## src/rtl/wb_systolic_mm.sv

```systemverilog
// Wishbone-slave matrix multiplier: C = X*W on a weight-stationary NxN systolic MAC array.
// Four-word register window: CTRL/STATUS, WEIGHT, INPUT, RESULT.
module wb_systolic_mm #(
    parameter logic [31:0] BASE_ADDRESS = 32'h3000_0000,
    parameter int          N            = 3,
    parameter int          DW           = 8,
    parameter int          AW           = 16
) (
    input  logic        clock,
    input  logic        rst,
    input  logic        wb_stb_i,
    input  logic        wb_cyc_i,
    input  logic        wb_we_i,
    input  logic [3:0]  wb_sel_i,
    input  logic [31:0] wb_dat_i,
    input  logic [31:0] wb_adr_i,
    output logic        wb_ack_o,
    output logic [31:0] wb_dat_o,
    output logic        irq_o
);

    localparam int NN = N * N;
    localparam int PW = $clog2(NN + 1);
    localparam int CW = $clog2(3 * N);

    typedef enum logic [1:0] {IDLE, RUN, DONE} state_t;

    state_t          state_q, state_d;
    logic [PW-1:0]   w_ptr_q, w_ptr_d, x_ptr_q, x_ptr_d, r_ptr_q, r_ptr_d;
    logic [CW-1:0]   count_q, count_d;
    logic            sat_q, sat_d, irq_en_q, irq_en_d, err_q, err_d, ack_q, ack_d;
    logic [31:0]     dat_q, dat_d;

    logic signed [DW-1:0] w_buf_q [NN];
    logic signed [DW-1:0] w_buf_d [NN];
    logic signed [DW-1:0] x_buf_q [NN];
    logic signed [DW-1:0] x_buf_d [NN];
    logic signed [AW-1:0] c_buf_q [NN];
    logic signed [AW-1:0] c_buf_d [NN];
    logic signed [DW-1:0] xp_q [N][N];
    logic signed [DW-1:0] xp_d [N][N];
    logic signed [AW-1:0] ps_q [N][N];
    logic signed [AW-1:0] ps_d [N][N];

    logic [31:0] offset;
    logic        in_range, req, busy, done, w_full, x_full;
    logic [31:0] status, result;
    logic        unused_bits;

    // Signed multiply-accumulate; in SAT mode each partial sum is clamped to the AW-bit range.
    function automatic logic signed [AW-1:0] mac(input logic signed [AW-1:0] acc,
                                                 input logic signed [DW-1:0] a,
                                                 input logic signed [DW-1:0] b,
                                                 input logic                 sat);
        logic [2*DW-1:0] prod;
        logic [AW:0]     sum;
        prod = {{DW{a[DW-1]}}, a} * {{DW{b[DW-1]}}, b};
        sum  = {acc[AW-1], acc} + {{(AW+1-2*DW){prod[2*DW-1]}}, prod};
        if (sat && (sum[AW] != sum[AW-1]))
            mac = sum[AW] ? {1'b1, {(AW-1){1'b0}}} : {1'b0, {(AW-1){1'b1}}};
        else
            mac = sum[AW-1:0];
    endfunction

    assign offset   = wb_adr_i - BASE_ADDRESS;
    assign in_range = (offset[31:4] == 28'd0) && (offset[1:0] == 2'b00);
    assign req      = wb_stb_i & wb_cyc_i & in_range & ~ack_q;
    assign busy     = (state_q == RUN);
    assign done     = (state_q == DONE);
    assign w_full   = (int'(w_ptr_q) == NN);
    assign x_full   = (int'(x_ptr_q) == NN);
    assign status   = {25'd0, irq_en_q, sat_q, err_q, x_full, w_full, done, busy};
    assign wb_ack_o = ack_q;
    assign wb_dat_o = dat_q;
    assign irq_o    = done & irq_en_q;

    always_comb begin
        result = 32'd0;
        if (done) begin
            for (int e = 0; e < NN; e++) begin
                if (int'(r_ptr_q) == e) result = 32'(c_buf_q[e]);
            end
        end
    end

    always_comb begin
        unused_bits = ^{wb_sel_i, wb_dat_i[31:DW]};
        for (int k = 0; k < N; k++) unused_bits = unused_bits ^ (^xp_q[k][N-1]);
    end

    // Row k of X is skewed by k cycles; partial sums flow down, operands flow right.
    always_comb begin
        int                   cnt;
        logic signed [DW-1:0] feed [N];
        logic signed [DW-1:0] x_in;
        logic signed [AW-1:0] p_in;
        cnt     = int'(count_q);
        c_buf_d = c_buf_q;
        x_in    = '0;
        p_in    = '0;
        for (int k = 0; k < N; k++) begin
            feed[k] = '0;
            for (int i = 0; i < N; i++) begin
                if (cnt == i + k) feed[k] = x_buf_q[i*N+k];
            end
        end
        for (int k = 0; k < N; k++) begin
            for (int j = 0; j < N; j++) begin
                x_in = (j == 0) ? feed[k] : xp_q[k][(j > 0) ? j - 1 : 0];
                p_in = (k == 0) ? '0 : ps_q[(k > 0) ? k - 1 : 0][j];
                xp_d[k][j] = busy ? x_in : '0;
                ps_d[k][j] = busy ? mac(p_in, x_in, w_buf_q[k*N+j], sat_q) : '0;
            end
        end
        if (busy) begin
            for (int i = 0; i < N; i++) begin
                for (int j = 0; j < N; j++) begin
                    if (cnt == i + j + N) c_buf_d[i*N+j] = ps_q[N-1][j];
                end
            end
        end
    end

    // Bus decode and FSM: the access is applied at the edge that raises ack.
    always_comb begin
        state_d  = state_q;
        w_ptr_d  = w_ptr_q;
        x_ptr_d  = x_ptr_q;
        r_ptr_d  = r_ptr_q;
        count_d  = count_q;
        sat_d    = sat_q;
        irq_en_d = irq_en_q;
        err_d    = err_q;
        dat_d    = dat_q;
        ack_d    = req;
        w_buf_d  = w_buf_q;
        x_buf_d  = x_buf_q;
        if (busy) begin
            count_d = count_q + CW'(1);
            if (int'(count_q) == 3 * N - 1) state_d = DONE;
        end
        if (req) begin
            if (wb_we_i) begin
                dat_d = 32'd0;
                case (offset[3:2])
                    2'd0: begin
                        if (wb_dat_i[1]) begin
                            state_d  = IDLE;
                            w_ptr_d  = '0;
                            x_ptr_d  = '0;
                            r_ptr_d  = '0;
                            count_d  = '0;
                            err_d    = 1'b0;
                            sat_d    = wb_dat_i[2];
                            irq_en_d = wb_dat_i[3];
                        end else if (busy) begin
                            err_d = 1'b1;
                        end else begin
                            sat_d    = wb_dat_i[2];
                            irq_en_d = wb_dat_i[3];
                            if (wb_dat_i[0]) begin
                                if (w_full && x_full) begin
                                    state_d = RUN;
                                    count_d = '0;
                                    r_ptr_d = '0;
                                end else begin
                                    err_d = 1'b1;
                                end
                            end
                        end
                    end
                    2'd1: begin
                        if (w_full || busy) begin
                            err_d = 1'b1;
                        end else begin
                            for (int e = 0; e < NN; e++) begin
                                if (int'(w_ptr_q) == e) w_buf_d[e] = wb_dat_i[DW-1:0];
                            end
                            w_ptr_d = w_ptr_q + PW'(1);
                        end
                    end
                    2'd2: begin
                        if (x_full || busy) begin
                            err_d = 1'b1;
                        end else begin
                            for (int e = 0; e < NN; e++) begin
                                if (int'(x_ptr_q) == e) x_buf_d[e] = wb_dat_i[DW-1:0];
                            end
                            x_ptr_d = x_ptr_q + PW'(1);
                        end
                    end
                    default: ;
                endcase
            end else begin
                case (offset[3:2])
                    2'd0: dat_d = status;
                    2'd3: begin
                        dat_d = result;
                        if (done) r_ptr_d = (int'(r_ptr_q) == NN - 1) ? '0 : r_ptr_q + PW'(1);
                    end
                    default: dat_d = 32'd0;
                endcase
            end
        end
    end

    always_ff @(posedge clock) begin
        if (rst) begin
            state_q  <= IDLE;
            w_ptr_q  <= '0;
            x_ptr_q  <= '0;
            r_ptr_q  <= '0;
            count_q  <= '0;
            sat_q    <= 1'b0;
            irq_en_q <= 1'b0;
            err_q    <= 1'b0;
            ack_q    <= 1'b0;
            dat_q    <= 32'd0;
            xp_q     <= '{default: '0};
            ps_q     <= '{default: '0};
        end else begin
            state_q  <= state_d;
            w_ptr_q  <= w_ptr_d;
            x_ptr_q  <= x_ptr_d;
            r_ptr_q  <= r_ptr_d;
            count_q  <= count_d;
            sat_q    <= sat_d;
            irq_en_q <= irq_en_d;
            err_q    <= err_d;
            ack_q    <= ack_d;
            dat_q    <= dat_d;
            xp_q     <= xp_d;
            ps_q     <= ps_d;
        end
    end

    // Operand and result buffers are never cleared; result reads are gated by DONE.
    always_ff @(posedge clock) begin
        w_buf_q <= w_buf_d;
        x_buf_q <= x_buf_d;
        c_buf_q <= c_buf_d;
    end

endmodule

```

## config.mk

```make
export PLATFORM = sky130hd
export DESIGN_NAME = wb_systolic_mm
export DESIGN_NICKNAME = d
export VERILOG_FILES = /design/src/rtl/wb_systolic_mm.sv
export SDC_FILE = /design/constraint.sdc
export NUM_CORES = 2
export LEC_CHECK = 0
export CAP_MARGIN = 20
export CORE_AREA = 2 2 273 302
export DETAILED_ROUTE_END_ITERATION = 12
export DIE_AREA = 0 0 275 304
export PLACE_DENSITY = 0.72
export SYNTH_ARGS = -nofsm -noshare
export SYNTH_HDL_FRONTEND = slang
export SYNTH_SLANG_ARGS = --single-unit
```

## constraint.sdc

```tcl
create_clock -name clock -period 9.8 [get_ports clock]
set_clock_uncertainty 0.15 [all_clocks]
set_input_delay 2.45 -clock clock [delete_from_list [all_inputs] [get_ports clock]]
set_output_delay 2.45 -clock clock [all_outputs]
set_load 0.02 [all_outputs]
```

==> impl_metrics.env <==
export IMPL_status="completed"
export IMPL_synth_top_area_share_pct=28.3
export IMPL_setup_violations=0
export IMPL_clkLatencyLatePin_ps=650
export IMPL_rsz0062_at_grt="no"
export IMPL_drv_cap=0
export IMPL_dieArea_um2=83600
export IMPL_synth_edf_count=288
export IMPL_fin_hold_ws_ps=303
export IMPL_fp_dieW_um=275
export IMPL_synth_most_common_cell="inv_1"
export IMPL_setup_tns_ps=0
export IMPL_num_io_pins=107
export IMPL_ys_ff_latch=518
export IMPL_grt_pass1_vias=29500
export IMPL_io_buffers=78
export IMPL_layout_drive_gt1_share_pct=3.93
export IMPL_cts_sinks=518
export IMPL_dpl_cell_area_um2=45900
export IMPL_r2r_cells=26
export IMPL_grt_antenna_before_repair=1
export IMPL_crit_slowest_cell="a222oi_1"
export IMPL_intPower_uw=3600
export IMPL_worstMarginPinSlew_ps=1220
export IMPL_dieHeight_um=304
export IMPL_cts_tree="done"
export IMPL_timing_fmax_ghz=0.126
export IMPL_power_frac_comb_pct=1.2
export IMPL_via_per_inst=5.27
export IMPL_r2r_setup_slack_ps=1860
export IMPL_min_period_ps=7940
export IMPL_fin_util_pct=59.1
export IMPL_hold_path_class="flip-flop to flip-flop"
export IMPL_r2r_end="ps_q[40]"
export IMPL_fin_crit_sh_pct=81.0
export IMPL_cp_endpoint="ps_q[40]"
export IMPL_seq_power_share_pct=50.0
export IMPL_cts_hold_buf=0
export IMPL_r2r_start="count_q[0]"
export IMPL_max_slew_margin_pct=18.8
export IMPL_synth_area_top_cells="fa_1, edfxtp_1, dfxtp_1"
export IMPL_cts_root_buffer="clkbuf_16"
export IMPL_drc_errors=0
export IMPL_p_sw_uw=957
export IMPL_fin_nets=5269
export IMPL_cp_max_fo=26
export IMPL_post_dp_hpwl_um=70700
export IMPL_async_flop_share_pct=0
export IMPL_yosysTopAreaCell="fa_1"
export IMPL_ir_drop_v=0.000126
export IMPL_syn_to_final_growth_pct=8.84
export IMPL_end_kind="flip-flop"
export IMPL_gp_congestion=0.827
export IMPL_critPathLaunch="count_q[0]"
export IMPL_cts_resized_gates=0
export IMPL_worstPathArrival_ps=8350
export IMPL_ys_top_cells_by_count="inv_1, fa_1, ha_1"
export IMPL_cpPeakStageDelay_ps=930
export IMPL_stdcell_area_um2=47900
export IMPL_finalNonFillerCells=5345
export IMPL_num_vias=28200
export IMPL_placedCellCount=5238
export IMPL_hold_viol=0
export IMPL_cts_setup_buffers=0
export IMPL_core_area_um2=80900
export IMPL_wl_um=91500
export IMPL_switching_share_pct=21.0
export IMPL_grt_max_degree=74
export IMPL_wl_per_cell_um=17.1
export IMPL_clock_path_buffers=3
export IMPL_netlist_instances=4175
export IMPL_syn_area_um2=44000
export IMPL_grt_usage_pct=22.6
export IMPL_numCtsBuffers=55
export IMPL_powerDensity_nw_per_um2=95.2
export IMPL_ys_types=72
export IMPL_initial_core_util_pct=54.3
export IMPL_crit_required_ps=10210
export IMPL_drtIter0Drc=1984
export IMPL_syn_avg_cell_area_um2=10.5
export IMPL_start_kind="flip-flop"
export IMPL_p_leak_uw=0.0213
export IMPL_drtAntennaViolNets=0
export IMPL_syn_nets=5211
export IMPL_synth_flop_cell="edfxtp_1"
export IMPL_yosys_warnings=0
export IMPL_clk_pin_slew_worst_paths_ps=60
export IMPL_pwr_share_clk_pct=48.8
export IMPL_drv_slew=0
export IMPL_grt_pass1_wl_um=150000
export IMPL_htree_levels=2
export IMPL_core_rowCount=110
export IMPL_firstDrtPassIters=6
export IMPL_path_class="flip-flop to flip-flop"
export IMPL_ys_seq_area_share_pct=30.1
export IMPL_grt_overflow=0
==> power by group through the flow <==
stage | logic, µW | registers, µW | clock network, µW
3_5_place_dp | 54.7 | 2330 | 0
3_3_place_gp | 53.5 | 2330 | 0
5_1_grt | 56.9 | 2280 | 2340
2_1_floorplan | 9.38 | 2330 | 0
4_1_cts | 54.9 | 2280 | 2260
6_report | 54.5 | 2280 | 2220
==> layer usage <==
metal  part of all wire (%)  wire [µm]  track usage (%)  vias to the layer above
li1                       -          -                -                    13400
met1                     43      39300             30.0                    14000
met2                     50      46000             39.5                      632
met3                    4.4       4000             2.20                      139
met4                    2.4       2220             5.82                        0
met5                      0          0                0                        -
==> how the worst min path moves through the flow <==
| stage | startpoint | end | slack [ps] | cells past startpoint |
|---|---|---|---|---|
| 3_5_place_dp | ps_q[14] | c_buf_q[62] | 290 | 0 |
| 6_report | ps_q[16] | c_buf_q[16] | 300 | 0 |
| 4_1_cts | ps_q[30] | c_buf_q[30] | 310 | 0 |
| 2_1_floorplan | ps_q[0] | c_buf_q[0] | 270 | 0 |
| 3_3_place_gp | ps_q[36] | c_buf_q[36] | 270 | 0 |
| 5_1_grt | ps_q[14] | c_buf_q[14] | 310 | 0 |
==> cell type report <==
| type | count | area (µm²) |
|---|---|---|
| Tap cell | 1064 | 1330 |
| Inverter | 793 | 2980 |
| Sequential cell | 518 | 13300 |
| Clock buffer | 69 | 1510 |
| Fill cell | 6675 | 33100 |
| Timing Repair Buffer | 110 | 1030 |
| Multi-Input combinational cell | 2755 | 27300 |
| Antenna cell | 2 | 5.00 |
| Clock inverter | 34 | 464 |
==> placed cells by master, fill, tap and decap left out, types with 109 or more instances in the layout <==
cell type and instances:
nand2_1 317, dfxtp_1 230, a21oi_1 147, xnor2_1 111
ha_1 342, inv_1 793, fa_1 621, nor2_1 183
edfxtp_1 288, nand2b_1 109, and2_1 289
==> state kept, by name, indices dropped and copies added, names as in the netlist <==
| register | cells |
|---|---|
| sat_q | 1 |
| r_ptr_q | 4 |
| ps_q | 144 |
| wb_dat_o | 16 |
| xp_q | 48 |
| w_buf_q | 72 |
| x_ptr_q | 4 |
| err_q | 1 |
| c_buf_q | 144 |
| x_buf_q | 72 |
| wb_ack_o | 1 |
| w_ptr_q | 4 |
| state_q | 2 |
| irq_en_q | 1 |
| count_q | 4 |
==> cell families after synthesis <==
| kind of cell | share of synthesized area [%] |
|---|---|
| and+or+nand+nor | 13.1 |
| adders and majority gates | 38.0 |
| buffers and inverters | 7.85 |
| AOI/OAI and AO/OA | 7.80 |
| DFF | 30.1 |
| xor gates and xnor gates | 3.01 |
| muxes | 0.117 |
==> critical path, delay by kind of cell (launching register included) <==
family	cells	cell delay, ps
AO/OA/AOI/OAI	7	3020
adder cells (fa/ha/maj)	8	2780
buffers and inverters	6	640
flip-flops	1	420
AND/OR/NAND/NOR	5	830
==> metrics by stage <==
stage / worst slack [ps] / power, µW
after floorplan: 3150 / 2340
after global placement: 2080 / 2380
after detailed placement: 1890 / 2380
after CTS: 1840 / 4590
after global routing: 1340 / 4680
final: 1860 / 4560
Note: power is estimated with default switching activity, not from simulation.
